--- config.mk ---
export PLATFORM = sky130hd
export DESIGN_NAME = tl_d_resp_arbiter
export DESIGN_NICKNAME = d
export VERILOG_FILES = /design/src/rtl/tl_d_arb_pkg.sv /design/src/rtl/tl_d_rr_picker.sv /design/src/rtl/tl_d_resp_arbiter.sv
export SDC_FILE = /design/constraint.sdc
export NUM_CORES = 1
export LEC_CHECK = 0
export BUFFER_PORTS_ARGS = -buffer_cell sky130_fd_sc_hd__buf_4
export CORE_AREA = 2 2 96 98
export CTS_CLUSTER_DIAMETER = 150
export DETAILED_ROUTE_END_ITERATION = 10
export DIE_AREA = 0 0 98 100
export PLACE_DENSITY = 0.54
export SYNTH_ARGS = -nofsm -noshare
export SYNTH_HDL_FRONTEND = slang
export SYNTH_HIERARCHICAL = 1
export SYNTH_SLANG_ARGS = --single-unit
--- constraint.sdc ---
create_clock -name clock -period 3 [get_ports clock]
set_input_delay 0.6 -clock clock [delete_from_list [all_inputs] [get_ports clock]]
set_output_delay 0.6 -clock clock [all_outputs]
set_load 0.05 [all_outputs]
--- src/rtl/tl_d_arb_pkg.sv ---
// Shared TileLink D-channel definitions for the response arbiter: opcodes,
// arbiter state encoding and the beats-per-message helper.
package tl_d_arb_pkg;

  localparam logic [2:0] ACCESS_ACK      = 3'd0;
  localparam logic [2:0] ACCESS_ACK_DATA = 3'd1;
  localparam logic [2:0] GRANT           = 3'd4;
  localparam logic [2:0] GRANT_DATA      = 3'd5;
  localparam logic [2:0] RELEASE_ACK     = 3'd6;

  localparam int DATA_BYTES = 8;
  localparam int DATA_SHIFT = $clog2(DATA_BYTES);

  typedef enum logic {
    IDLE,
    BURST
  } state_e;

  // Oversized requests are clamped to max_size before the beat count is derived.
  function automatic logic [15:0] d_beats(input logic [2:0] opcode,
                                          input logic [3:0] size,
                                          input logic [3:0] max_size);
    logic [3:0] sz;
    sz = (size > max_size) ? max_size : size;
    if ((opcode == ACCESS_ACK_DATA || opcode == GRANT_DATA) && sz > 4'(DATA_SHIFT))
      d_beats = 16'd1 << (sz - 4'(DATA_SHIFT));
    else
      d_beats = 16'd1;
  endfunction

endpackage

--- src/rtl/tl_d_rr_picker.sv ---
// Combinational round-robin picker: first asserted request at or after ptr,
// wrapping past N-1 back to 0.
module tl_d_rr_picker #(
  parameter int N  = 2,
  parameter int IW = 1
) (
  input  logic [N-1:0]  req,
  input  logic [IW-1:0] ptr,
  output logic [IW-1:0] sel,
  output logic          any
);

  assign any = |req;

  // Scan from the farthest candidate back to ptr so the nearest hit wins.
  always_comb begin
    // NOTE: combinational blocks use blocking '=' and assign every output first, so no latch is inferred.
    sel = ptr;
    for (int k = N - 1; k >= 0; k--) begin
      int j;
      j = int'(ptr) + k;
      if (j >= N) j = j - N;
      if (req[j]) sel = IW'(j);
    end
  end

endmodule

--- src/rtl/tl_d_resp_arbiter.sv ---
// Merges N_IN TileLink D response streams onto one D port, round-robin at message
// boundaries with multi-beat locking. Optional stall counter: TL_D_RESP_ARB_STALL_CNT_EN.
module tl_d_resp_arbiter
  import tl_d_arb_pkg::*;
#(
  parameter int N_IN        = 2,
  parameter int MAX_SIZE    = 6,
  parameter int STALL_CNT_W = 32
) (
  input  logic                   clock,
  input  logic                   reset_n,
  input  logic [N_IN-1:0]        in_valid,
  output logic [N_IN-1:0]        in_ready,
  input  logic [3*N_IN-1:0]      in_opcode,
  input  logic [2*N_IN-1:0]      in_param,
  input  logic [4*N_IN-1:0]      in_size,
  input  logic [3*N_IN-1:0]      in_source,
  input  logic [N_IN-1:0]        in_sink,
  input  logic [N_IN-1:0]        in_denied,
  input  logic [N_IN-1:0]        in_corrupt,
  input  logic [64*N_IN-1:0]     in_data,
  output logic                   out_valid,
  input  logic                   out_ready,
  output logic [2:0]             out_opcode,
  output logic [1:0]             out_param,
  output logic [3:0]             out_size,
  output logic [2:0]             out_source,
  output logic                   out_sink,
  output logic                   out_denied,
  output logic                   out_corrupt,
  output logic [63:0]            out_data
`ifdef TL_D_RESP_ARB_STALL_CNT_EN
  ,
  output logic [STALL_CNT_W-1:0] stall_cnt
`endif
);

  localparam int IW     = $clog2(N_IN);
  localparam int BEAT_W = (MAX_SIZE > DATA_SHIFT) ? MAX_SIZE - DATA_SHIFT + 1 : 1;

  if (N_IN < 2 || N_IN > 8 || MAX_SIZE > 15 || STALL_CNT_W < 1) begin : g_bad_param
    $error("tl_d_resp_arbiter: unsupported parameter combination");
  end

  logic [2:0]  op_a   [N_IN];
  logic [1:0]  par_a  [N_IN];
  logic [3:0]  size_a [N_IN];
  logic [2:0]  src_a  [N_IN];
  logic [63:0] data_a [N_IN];

  for (genvar i = 0; i < N_IN; i++) begin : g_unpack
    assign op_a[i]   = in_opcode[3*i +: 3];
    assign par_a[i]  = in_param[2*i +: 2];
    assign size_a[i] = in_size[4*i +: 4];
    assign src_a[i]  = in_source[3*i +: 3];
    assign data_a[i] = in_data[64*i +: 64];
  end

  state_e            state_q, state_d;
  logic [IW-1:0]     rr_ptr_q, rr_ptr_d;
  logic [IW-1:0]     lock_idx_q, lock_idx_d;
  logic [BEAT_W-1:0] beat_cnt_q, beat_cnt_d;
  logic [IW-1:0]     sel, cur_idx;
  logic              any_valid, fire;
  logic [15:0]       beats;

  tl_d_rr_picker #(.N(N_IN), .IW(IW)) u_picker (
    .req (in_valid),
    .ptr (rr_ptr_q),
    .sel (sel),
    .any (any_valid)
  );

  function automatic logic [IW-1:0] next_idx(input logic [IW-1:0] i);
    return (i == IW'(N_IN - 1)) ? '0 : i + IW'(1);
  endfunction

  assign beats = d_beats(op_a[sel], size_a[sel], 4'(MAX_SIZE));

  always_comb begin
    state_d    = state_q;
    rr_ptr_d   = rr_ptr_q;
    lock_idx_d = lock_idx_q;
    beat_cnt_d = beat_cnt_q;
    cur_idx    = (state_q == BURST) ? lock_idx_q : sel;
    out_valid  = (state_q == BURST) ? in_valid[lock_idx_q] : any_valid;
    fire       = out_valid & out_ready;
    in_ready   = '0;
    if (out_valid) in_ready[cur_idx] = out_ready;

    unique case (state_q)
      IDLE: begin
        if (fire) begin
          if (beats == 16'd1) begin
            rr_ptr_d = next_idx(sel);
          end else begin
            lock_idx_d = sel;
            beat_cnt_d = BEAT_W'(beats - 16'd1);
            state_d    = BURST;
          end
        end
      end
      BURST: begin
        if (fire) begin
          beat_cnt_d = beat_cnt_q - BEAT_W'(1);
          if (beat_cnt_q == BEAT_W'(1)) begin
            rr_ptr_d = next_idx(lock_idx_q);
            state_d  = IDLE;
          end
        end
      end
      default: state_d = IDLE;
    endcase
  end

  // Fields are forced to zero whenever nothing is being presented.
  always_comb begin
    out_opcode  = '0;
    out_param   = '0;
    out_size    = '0;
    out_source  = '0;
    out_sink    = 1'b0;
    out_denied  = 1'b0;
    out_corrupt = 1'b0;
    out_data    = '0;
    if (out_valid) begin
      out_opcode  = op_a[cur_idx];
      out_param   = par_a[cur_idx];
      out_size    = size_a[cur_idx];
      out_source  = src_a[cur_idx];
      out_sink    = in_sink[cur_idx];
      out_denied  = in_denied[cur_idx];
      out_corrupt = in_corrupt[cur_idx];
      out_data    = data_a[cur_idx];
    end
  end

  always_ff @(posedge clock or negedge reset_n) begin
    // NOTE: sequential state uses non-blocking '<=' so every flop samples pre-edge values.
    if (!reset_n) begin
      state_q    <= IDLE;
      rr_ptr_q   <= '0;
      lock_idx_q <= '0;
      beat_cnt_q <= '0;
    end else begin
      state_q    <= state_d;
      rr_ptr_q   <= rr_ptr_d;
      lock_idx_q <= lock_idx_d;
      beat_cnt_q <= beat_cnt_d;
    end
  end

`ifdef TL_D_RESP_ARB_STALL_CNT_EN
  logic [STALL_CNT_W-1:0] stall_cnt_q, stall_cnt_d;

  always_comb begin
    stall_cnt_d = stall_cnt_q;
    if (out_valid && !out_ready && !(&stall_cnt_q)) stall_cnt_d = stall_cnt_q + STALL_CNT_W'(1);
  end

  always_ff @(posedge clock or negedge reset_n) begin
    if (!reset_n) stall_cnt_q <= '0;
    else          stall_cnt_q <= stall_cnt_d;
  end

  assign stall_cnt = stall_cnt_q;
`endif

endmodule

# [Yosys cells after proc, flatten, opt, wreduce, memory -nomap -nowiden]
# Cells that the tools add are included.
[word_totals] ff_bits=7 inputBits=163 out_inout_bits=82 wordCells=116
[classes] magnitude_cmp=11 reduce_logical=7 addsub=8 n_shift=1 bitwise_logic=6 n_mux=70 eq_ne=9
[op_table] operator="$mux 64" count=4
[op_table] operator="$lt 32x3->1 const B" count=2
[op_table] operator="$mux 32" count=2
[op_table] operator="$mux 4" count=11
[op_table] operator="$mux 3" count=11
[op_table] operator="$ge 32x3->1 const B" count=1
[op_table] operator="$mux 1" count=32
[op_table] operator="$sub 32x3->32 const B" count=1
[op_table] operator="$eq 16x1->1 const B" count=1
[op_table] operator="$mux 16" count=1
[op_table] operator="$shl 1x4->16 const A" count=1
[op_table] operator="$mux 2" count=5
[op_table] operator="$pmux 4 s2" count=1
[op_table] operator="$sub 4x1->4 const B" count=2
[op_table] operator="$ne 2x2->1 const B" count=3
[op_table] operator="$reduce_and 3->1" count=2
[op_table] operator="$eq 4x1->1 const B" count=1
[op_table] operator="$ge 2x2->1 const B" count=2
[op_table] operator="$gt 4x2->1 const B" count=1
[op_table] operator="$gt 4x3->1 const B" count=1
[op_table] operator="$lt 1x2->1 const B" count=2
[op_table] operator="$ne 2x1->1 const B" count=2
[op_table] operator="$not 1->2" count=2
[op_table] operator="$pmux 1 s2" count=2
[op_table] operator="other kinds (16)" count=19

# [Logic depth before layout (Yosys ltp)]
# Gate-level depths: netlist (run 1).
[depth] word_depth=21 depth_mapped=11 mapped_depth_nobuf=11

# [Modules after synthesis]
# The synthesis (run 1) kept the hierarchy.
[by_module_without_submodules] module="tl_d_resp_arbiter" cells_each=337 seq_area_each_um2=175.2 instances=1 area_per_inst_um2=1742.9
[by_module_without_submodules] module="tl_d_rr_picker" cells_each=3 seq_area_each_um2=0.0 instances=1 area_per_inst_um2=21.3

# [Worst setup path after synthesis (run 1)]
# No wires, ideal clock.
[synth_timing] kind="input -> output" startpoint="in in_valid[0]" endpoint="out out_data[23]" path_buffers=1 t_required_ns=2.400 path_slack_ns=-0.017 stages=7 arrival_ns=2.417 cell_sequence="inv_1 -> maj3_2 -> inv_1 -> o21ai_1 -> clkbuf_1 -> nand2_1 -> a21oi_1"
[synth_between] elab_chain_cells=11 word_cells_on_any_way=18 classes_between="16 x mux; 1 x bitwise; 1 x reduce/logical"
[synth_rtl] item="from (decl)" line_no="tl_d_resp_arbiter.sv:12" rtl="input logic [N_IN-1:0] in_valid,"
[synth_rtl] item="$mux 1 (not written as such) (3 in a row)" line_no="tl_d_rr_picker.sv:23" rtl="if (req[j]) sel = IW'(j);"
[synth_rtl] item="$mux 1" line_no="tl_d_rr_picker.sv:23"
[synth_rtl] item="$mux 1 (*)" line_no="tl_d_rr_picker.sv:23"
[synth_rtl] item="net sel" line_no="tl_d_resp_arbiter.sv:63" rtl="logic [IW-1:0] sel, cur_idx;"
[synth_rtl] item="$mux 1 (*)" line_no="tl_d_resp_arbiter.sv:85" rtl="cur_idx = (state_q == BURST) ? lock_idx_q : sel;"
[synth_rtl] item="$not 1->2 (not written as such) (*)" line_no="tl_d_resp_arbiter.sv:134" rtl="out_data = data_a[cur_idx];"
[synth_rtl] item="$mux 64 (not written as such) (*) (3 in a row)" line_no="tl_d_resp_arbiter.sv:134"
[synth_rtl] item="$mux 64 (*)" line_no="tl_d_resp_arbiter.sv:126" rtl="if (out_valid) begin"
[synth_rtl] item="to (decl)" line_no="tl_d_resp_arbiter.sv:31" rtl="output logic [63:0] out_data"
# The timed path passes the listed nets; every way through them passes the cells marked *. The select of a mux whose other input is x is not followed.

# [Worst setup path after layout (run 1)]
[layout_timing] startpoint="in in_valid[1]" endpoint="out out_data[7]"
# The elaborated chain is that of the path after synthesis.

==> results of run 1 <==
logic make-up after synthesis:
family                     after synthesis  share of synthesized area
adders and majority gates                5                     0.0348
buffers and inverters                   36                     0.0830
and+or+nand+nor                        185                      0.421
AOI/OAI and AO/OA                       99                      0.311
DFF                                      7                     0.0993
muxes                                    7                     0.0454
xor gates and xnor gates                 1                    0.00497
registers in the layout, indices dropped and copies added, names as in the netlist:
| name | count |
|---|---|
| beat_cnt_q | 4 |
| state_q | 1 |
| lock_idx_q | 1 |
| rr_ptr_q | 1 |
cell usage in the layout, fill, tap and decap left out, types with 4 or more instances in the layout:
cell	n
a21oi_2	79
buf_12	5
buf_4	247
dfrtp_1	7
ha_1	4
inv_1	8
mux2_2	4
nand2_1	162
nand3_1	4
nor2_1	7
layer usage:
metal	vias up	routed length (um)
met3	7	880
met1	1338	3690
li1	1585	-
met2	155	4820
met5	-	0
met4	0	54
metrics by stage:
stage | hold slack (ps) | std cells | worst slack [ps] | utilization | total power [uW]
floorplan | 304 | 340 | 48.7 | - | 2940
global placement | 415 | 676 | 188 | 0.458 | 4140
detailed placement | 415 | 676 | 144 | 0.458 | 4150
CTS | 174 | 680 | 233 | 0.463 | 4290
global route | 173 | 680 | 103 | 0.463 | 4510
finish | 176 | 680 | 232 | 0.463 | 4250
area by class of cell:
| class | count | area share |
|---|---|---|
| repair buffers | 252 | 0.475 |
| inverters | 9 | 0.00821 |
| clock buffers | 4 | 0.0109 |
| multi-input cells | 297 | 0.430 |
| well taps | 111 | 0.0337 |
| flip-flops and latches | 7 | 0.0426 |
how the worst max path moves through the flow:
stage,startpoint,endpoint,cells past startpoint
4_1_cts,in_valid[1],out_data[13],8
3_3_place_gp,in_valid[1],lock_idx_q,10
3_5_place_dp,in_valid[1],lock_idx_q,10
6_report,in_valid[1],out_data[7],8
5_1_grt,state_q,out_data[8],6
2_1_floorplan,in_valid[1],out_data[22],7
worst max-delay path: cells and delay by family:
kind,cells,cell delay [ps]
buf+inv,4,750
fa+ha+maj,1,310
simple gates,1,150
compound gates,2,310
power by group:
part / total (uW) / switching (uW) / leakage (uW) / internal [uW]
sequential: 174 / 42.9 / 0.0000741 / 131
clock: 131 / 39.4 / 0.0000228 / 91.8
combinational: 3940 / 2700 / 0.00196 / 1240
==> impl_metrics.env, run 1 <==
export IMPL_outcome="complete, no violations"
export IMPL_finalClockSkew_ps=0.452
export IMPL_busiest_layer="met2"
export IMPL_yosysTopAreaCell="nand2_1"
export IMPL_netlist_top_cells_area="nand2_1, a21oi_1, dfrtp_1"
export IMPL_rsz0062_at_grt="no"
export IMPL_drtPass1Iterations=4
export IMPL_drive_above_1_share=0.619
export IMPL_clk_path_buf_depth=2
export IMPL_peakVddDrop_v=0.000396
export IMPL_p_per_area_nw_per_um2=1030
export IMPL_cts_tree="done"
export IMPL_cp_required_ps=2400
export IMPL_clock_sinks=7
export IMPL_fillers=937
export IMPL_fp_dieArea_um2=9800
export IMPL_fp_dieH_um=100
export IMPL_yosysSeqAreaShare=0.0993
export IMPL_design_area_um2=4120
export IMPL_arrival_ps=2170
export IMPL_critPathSlowestCell="maj3_2"
export IMPL_multi_input_area_um2=1770
export IMPL_synthArstFlopShare=1.00
export IMPL_htreeDepth=1
export IMPL_max_stage_delay_ps=310
export IMPL_drtIter0Drc=102
export IMPL_use_met1=0.215
export IMPL_grt_max_degree=68
export IMPL_cts_hold_buf=0
export IMPL_io_buffers=244
export IMPL_vias=3085
export IMPL_viasPerCell=4.54
export IMPL_dp_hpwl_um=7630
export IMPL_drv_slew=0
export IMPL_period_share=0.923
export IMPL_synth_seq_cells=7
export IMPL_synth_area_um2=1760
export IMPL_gp_congestion=0.852
export IMPL_synth_warning_count=6
export IMPL_ys_flop_type="dfrtp_1"
export IMPL_post_drt_wl_per_cell_um=13.9
export IMPL_synth_cells=340
export IMPL_drc=0
export IMPL_hold_path_class="in -> async"
export IMPL_grt_pass1_wl_um=14600
export IMPL_grt_ovfl_total=0
export IMPL_ioPinCount=245
export IMPL_post_cts_buffers=0
export IMPL_synth_top_cell_area_share=0.345
export IMPL_fin_setup_tns_ps=0
export IMPL_route_antenna_remaining_nets=0
export IMPL_nets=737
export IMPL_seq_area_um2=175
export IMPL_path_common_cell="buf_4"
export IMPL_grt_pass1_vias=2942
export IMPL_max_cap_viol_count=0
export IMPL_synth_edff_count=0
export IMPL_grt_usage=0.176
export IMPL_crit_type="in -> out"
export IMPL_gr_usage_met3=0.0383
export IMPL_initial_core_util=0.198
export IMPL_r2r_cells=9
export IMPL_routed_wl_um=9440
export IMPL_dpl_instance_area_um2=4070
export IMPL_yosys_top_cells_count="nand2_1, a21oi_1, clkbuf_1"
export IMPL_leakage_uw=0.00206
export IMPL_rr_endpoint="lock_idx_q"
export IMPL_fp_row_count=35
export IMPL_synthToLayoutAreaGrowth_pct=133
export IMPL_reg2reg_slack_ps=470
export IMPL_max_slew_margin_rel=0.635
export IMPL_setup_violations=0
export IMPL_cp_max_fo=67
export IMPL_r2r_start="rr_ptr_q"
export IMPL_period_needed_ps=2770
export IMPL_numCtsBuffers=3
export IMPL_cts_root_buf="clkbuf_8"
export IMPL_synth_most_common_cell="nand2_1"
export IMPL_cp_end_kind="primary output"
export IMPL_die_x_um=98
export IMPL_clk_insertion_delay_late_ps=230
export IMPL_ctsResizeCount=0
export IMPL_coreArea_um2=8890
export IMPL_max_freq_ghz=0.361
export IMPL_synthesis_nets=507
export IMPL_critPathLaunchType="input pin"
export IMPL_avgSynthCellArea_um2=5.19
export IMPL_cp_cell_sequence="buf_4 -> maj3_2 -> buf_4 -> a21boi_4 -> buf_12 -> nand2_1 -> a21oi_2 -> buf_4"
export IMPL_met2_usage=0.324
export IMPL_synth_cell_types=37
export IMPL_antenna_found_initial=0
export IMPL_num_antenna_cells=0
export IMPL_cts_reportedPaths_clkPinSlew_ps=40
export IMPL_tightest_slew_ps=548
export IMPL_hold_violations=0
Power figures use the tool's default switching activity.
==> inputs of run 2 (changes only) <==
==> constraint.sdc (replaced) <==
create_clock -name clock -period 3 [get_ports clock]
set_input_delay 0.45 -clock clock [delete_from_list [all_inputs] [get_ports clock]]
set_output_delay 0.45 -clock clock [all_outputs]
set_load 0.05 [all_outputs]
==> run 2 against run 1 <==
Effect of this change: non-clock buffer count stayed put; worst hold slack got worse by 150 ps; clock-buffer cell count fell by 1; clock skew up 4.0 ps; maximum frequency rose by 4.1%; register-to-register slack got worse by 70 ps; combinational power shrank 8.1%; global-route usage grew 0.90 points; final cell count did not move; worst setup slack better by 110 ps; largest cell class unchanged; largest power group unchanged.
==> impl_metrics.env, run 2 (same netlist as run 1, synthesis figures left out) <==
export IMPL_outcome="complete, no violations"
export IMPL_cp_max_fo=36
export IMPL_p_per_area_nw_per_um2=1040
export IMPL_cts_root_buf="clkbuf_8"
export IMPL_fillers=982
export IMPL_route_antenna_remaining_nets=0
export IMPL_gr_usage_met3=0.0272
export IMPL_fp_row_count=35
export IMPL_fp_dieArea_um2=9800
export IMPL_grt_usage=0.185
export IMPL_design_area_um2=3780
export IMPL_peakVddDrop_v=0.000553
export IMPL_largest_register="beat_cnt_q"
export IMPL_grt_pass1_wl_um=15100
export IMPL_crit_type="reg -> out"
export IMPL_drtIter0Drc=82
export IMPL_r2r_start="rr_ptr_q"
export IMPL_layout_commonest_cell="buf_4"
export IMPL_grt_ovfl_total=0
export IMPL_cp_required_ps=2550
export IMPL_grt_max_degree=46
export IMPL_numCtsBuffers=3
export IMPL_cp_end_kind="primary output"
export IMPL_post_drt_wl_per_cell_um=14.6
export IMPL_nets=737
export IMPL_die_x_um=98
export IMPL_ioPinCount=245
export IMPL_max_cap_viol_count=0
export IMPL_num_antenna_cells=0
export IMPL_period_needed_ps=2660
export IMPL_period_share=0.887
export IMPL_layout_common_cells="buf_4, nand2_1, a21oi_1, inv_1"
export IMPL_coreArea_um2=8890
export IMPL_drive_above_1_share=0.482
export IMPL_largest_reg_flops=4
export IMPL_hold_path_class="in -> async"
export IMPL_met2_usage=0.322
export IMPL_multi_input_area_um2=1470
export IMPL_hold_violations=0
export IMPL_initial_core_util=0.198
export IMPL_grt_pass1_vias=2947
export IMPL_io_buffers=244
export IMPL_clock_sinks=7
export IMPL_vias=3146
export IMPL_fp_dieH_um=100
export IMPL_seq_area_um2=175
export IMPL_cts_hold_buf=0
export IMPL_layout_setup_ws_ps=340
export IMPL_tightest_slew_ps=462
export IMPL_ctsResizeCount=0
export IMPL_htreeDepth=1
export IMPL_drv_slew=0
export IMPL_crit_start="rr_ptr_q"
export IMPL_max_slew_margin_rel=0.684
export IMPL_finalClockSkew_ps=4.40
export IMPL_post_cts_buffers=0
export IMPL_critPathLaunchType="flip-flop"
export IMPL_leakage_uw=0.00204
export IMPL_cts_reportedPaths_clkPinSlew_ps=50
export IMPL_fin_setup_tns_ps=0
export IMPL_dp_hpwl_um=7970
export IMPL_drtPass1Iterations=4
export IMPL_busiest_layer="met2"
export IMPL_routed_wl_um=9960
export IMPL_fin_hold_ws_ps=22.8
export IMPL_clk_path_buf_depth=2
export IMPL_gp_congestion=0.851
export IMPL_max_freq_ghz=0.376
export IMPL_synthToLayoutAreaGrowth_pct=114
export IMPL_setup_violations=0
export IMPL_cts_tree="done"
export IMPL_dpl_instance_area_um2=3730
export IMPL_use_met1=0.255
export IMPL_drc=0
export IMPL_r2r_cells=10
export IMPL_place_worst_setup_slack_ps=283
export IMPL_clk_insertion_delay_late_ps=230
export IMPL_antenna_found_initial=0
export IMPL_rsz0062_at_grt="no"
export IMPL_viasPerCell=4.63
export IMPL_arrival_ps=2210
## run 2: changes by cell type in the layout (fill, tap and decap cells not counted)
| cell | change |
|---|---|
| clkinv_2 | +1 |
| a21oi_2 | -79 |
| buf_12 | -3 |
| clkbuf_1 | -1 |
| a21o_2 | +1 |
| a21oi_1 | +79 |
| a21o_4 | -1 |
| buf_4 | +3 |
## run 2: final timing paths
check | to | slack, ps
min in group clock | beat_cnt_q[3] | 560
worst max-delay path | out_sink | 340
worst min-delay path | state_q | 20
max in group asynchronous | lock_idx_q | 2850
worst max register to register | rr_ptr_q | 400
worst min register to register | beat_cnt_q[3] | 560
## run 2: area by class of cell
cell class	count	area share
Timing Repair Buffer	252	0.507
Tap cell	111	0.0368
Sequential cell	7	0.0464
Clock inverter	1	0.00132
Multi-Input combinational cell	297	0.388
Clock buffer	3	0.0109
Inverter	9	0.00894
## run 2: through the flow
stage	util	instances	total power, uW
final	0.425	680	3930
after global routing	0.425	680	4200
after CTS	0.425	680	3960
after detailed placement	0.420	676	3810
after global placement	0.420	676	3810
after floorplan	-	340	2660
## run 2: where the power goes
group / switching (uW) / leakage (uW) / internal, uW
logic: 2530 / 0.00194 / 1090
registers: 41.3 / 0.0000741 / 131
clock network: 47.3 / 0.0000255 / 90.4
## run 2: critical path, cell delays in order (launching register included)
cell and delay, ps:
dfrtp_1 380, maj3_2 300, inv_1 70, buf_4 160, o21ai_4 150, buf_4 370
nand2_1 90, a21oi_1 200, buf_4 240
## run 2: per-layer routing
layer	up-vias	wire length [um]
li1	1585	-
met1	1417	4150
met2	142	5060
met3	2	733
met4	0	17
met5	-	0
==> inputs of run 3 (changes only) <==
HOLD_SLACK_MARGIN = 0.05   (was not set)
MAX_ROUTING_LAYER = met4   (was not set)
SKIP_CTS_REPAIR_TIMING = 1   (was not set)
==> run 3 against run 2 <==
Effect of this change: clock-buffer cell count stayed put; worst hold slack better by 540 ps; final cell count up 0.15%; global-route usage grew 0.57 points; clock power about the same; register-to-register slack is essentially flat; clock skew is essentially flat; worst setup slack got worse by 6.5 ps; first-iteration DRC count shrank 17%; flip-flop and latch count stayed put; largest power group unchanged; critical path type unchanged; design area is 0.26% higher; sequential share of layout area hardly changed.
==> impl_metrics.env, run 3 (same netlist as run 1, synthesis figures left out) <==
export IMPL_grt_usage=0.191
export IMPL_num_antenna_cells=0
export IMPL_pwr_share_seq=0.044
export IMPL_cp_end_kind="primary output"
export IMPL_drtPass1Iterations=4
export IMPL_cp_required_ps=2550
export IMPL_tightest_slew_ps=462
export IMPL_dpl_instance_area_um2=3730
export IMPL_worstHoldStart="beat_cnt_q[3]"
export IMPL_hold_path_cell_count=2
export IMPL_drv_slew=0
export IMPL_finalClockSkew_ps=4.00
export IMPL_layout_commonest_cell="buf_4"
export IMPL_drc=0
export IMPL_grt_pass1_wl_um=15100
export IMPL_largest_register="beat_cnt_q"
export IMPL_arrival_ps=2220
export IMPL_seq_area_um2=175
export IMPL_htreeDepth=1
export IMPL_coreArea_um2=8890
export IMPL_r2r_start="rr_ptr_q"
export IMPL_pwr_share_comb=0.921
export IMPL_clk_insertion_delay_late_ps=230
export IMPL_fp_dieArea_um2=9800
export IMPL_busiest_layer="met2"
export IMPL_synthToLayoutAreaGrowth_pct=115
export IMPL_period_needed_ps=2670
export IMPL_drive_above_1_share=0.481
export IMPL_gr_usage_met3=0.0209
export IMPL_io_buffers=244
export IMPL_r2r_cells=10
export IMPL_viasPerCell=4.68
export IMPL_switching_share=0.665
export IMPL_use_met1=0.261
export IMPL_p_per_area_nw_per_um2=1040
export IMPL_total_power_uw=3930
export IMPL_fp_row_count=35
export IMPL_rsz0062_at_grt="no"
export IMPL_numCtsBuffers=3
export IMPL_dp_hpwl_um=7970
export IMPL_ioPinCount=245
export IMPL_p_int_uw=1320
export IMPL_fp_dieH_um=100
export IMPL_crit_type="reg -> out"
export IMPL_post_route_util=0.426
export IMPL_cts_root_buf="clkbuf_8"
export IMPL_largest_reg_flops=4
export IMPL_max_cap_viol_count=0
export IMPL_fillers=981
export IMPL_fin_setup_tns_ps=0
export IMPL_layout_setup_ws_ps=333
export IMPL_peakVddDrop_v=0.000554
export IMPL_cp_max_fo=36
export IMPL_vias=3186
export IMPL_hold_violations=0
export IMPL_max_slew_margin_rel=0.684
export IMPL_clk_path_buf_depth=2
export IMPL_max_freq_ghz=0.375
export IMPL_leakage_uw=0.00205
export IMPL_place_worst_setup_slack_ps=283
export IMPL_reg2reg_slack_ps=410
export IMPL_critPathLaunchType="flip-flop"
export IMPL_initial_core_util=0.198
export IMPL_cts_tree="done"
export IMPL_multi_input_area_um2=1470
export IMPL_min_to="beat_cnt_q[3]"
export IMPL_period_share=0.889
export IMPL_rr_endpoint="rr_ptr_q"
export IMPL_gp_congestion=0.865
export IMPL_antenna_found_initial=0
export IMPL_setup_violations=0
export IMPL_nets=738
export IMPL_grt_pass1_vias=2941
export IMPL_design_area_um2=3790
export IMPL_routed_wl_um=9940
export IMPL_outcome="complete, no violations"
export IMPL_die_x_um=98
export IMPL_drtIter0Drc=68
export IMPL_post_drt_wl_per_cell_um=14.6
export IMPL_clock_sinks=7
export IMPL_layout_common_cells="buf_4, nand2_1, a21oi_1, inv_1"
export IMPL_hold_path_class="reg -> reg"
export IMPL_route_antenna_remaining_nets=0
export IMPL_cts_reportedPaths_clkPinSlew_ps=50
export IMPL_grt_max_degree=46
export IMPL_grt_ovfl_total=0
export IMPL_p_clk_frac=0.035
export IMPL_switchingPower_uw=2620
export IMPL_met2_usage=0.321
-- run 3: worst max path at each step --
| stage | cells past startpoint | to | start | slack, ps |
|---|---|---|---|---|
| final | 8 | out_sink | rr_ptr_q | 330 |
| after global routing | 8 | out_sink | rr_ptr_q | 160 |
| after CTS | 8 | out_sink | rr_ptr_q | 330 |
| after detailed placement | 12 | rr_ptr_q | in_valid[0] | 280 |
| after global placement | 10 | lock_idx_q | in_valid[1] | 350 |
| after floorplan | 7 | out_data[23] | in_valid[0] | 280 |
-- run 3: worst max-delay path: stages, from the launching register on --
cell     delay, ps
dfrtp_1        380
maj3_2         300
inv_1           70
buf_4          160
o21ai_4        150
buf_4          370
nand2_1         90
a21oi_1        200
buf_4          240
-- run 3: layout make-up --
type | instances | area share
repair buffers | 253 | 0.509
clock buffers | 3 | 0.0109
flip-flops and latches | 7 | 0.0463
clock inverters | 1 | 0.00132
well taps | 111 | 0.0367
inverters | 9 | 0.00892
multi-input cells | 297 | 0.387
-- run 3: through the flow --
stage,hold WS [ps],std cells
6_report,558,681
2_1_floorplan,154,340
3_3_place_gp,268,676
4_1_cts,21.3,680
3_5_place_dp,273,676
5_1_grt,581,681
-- run 3: power groups by stage --
stage                     Sequential, uW  Combinational (uW)  Clock, uW
final                                173                3620        137
after global routing                 178                3870        148
after CTS                            172                3650        141
after detailed placement             173                3640          0
after global placement               173                3630          0
after floorplan                      159                2500          0
-- run 3: per-layer routing --
layer  vias up  wire length (um)
li1       1586                 -
met1      1443              4200
met2       155              5040
met3         2               686
met4         0                17
met5         -                 0
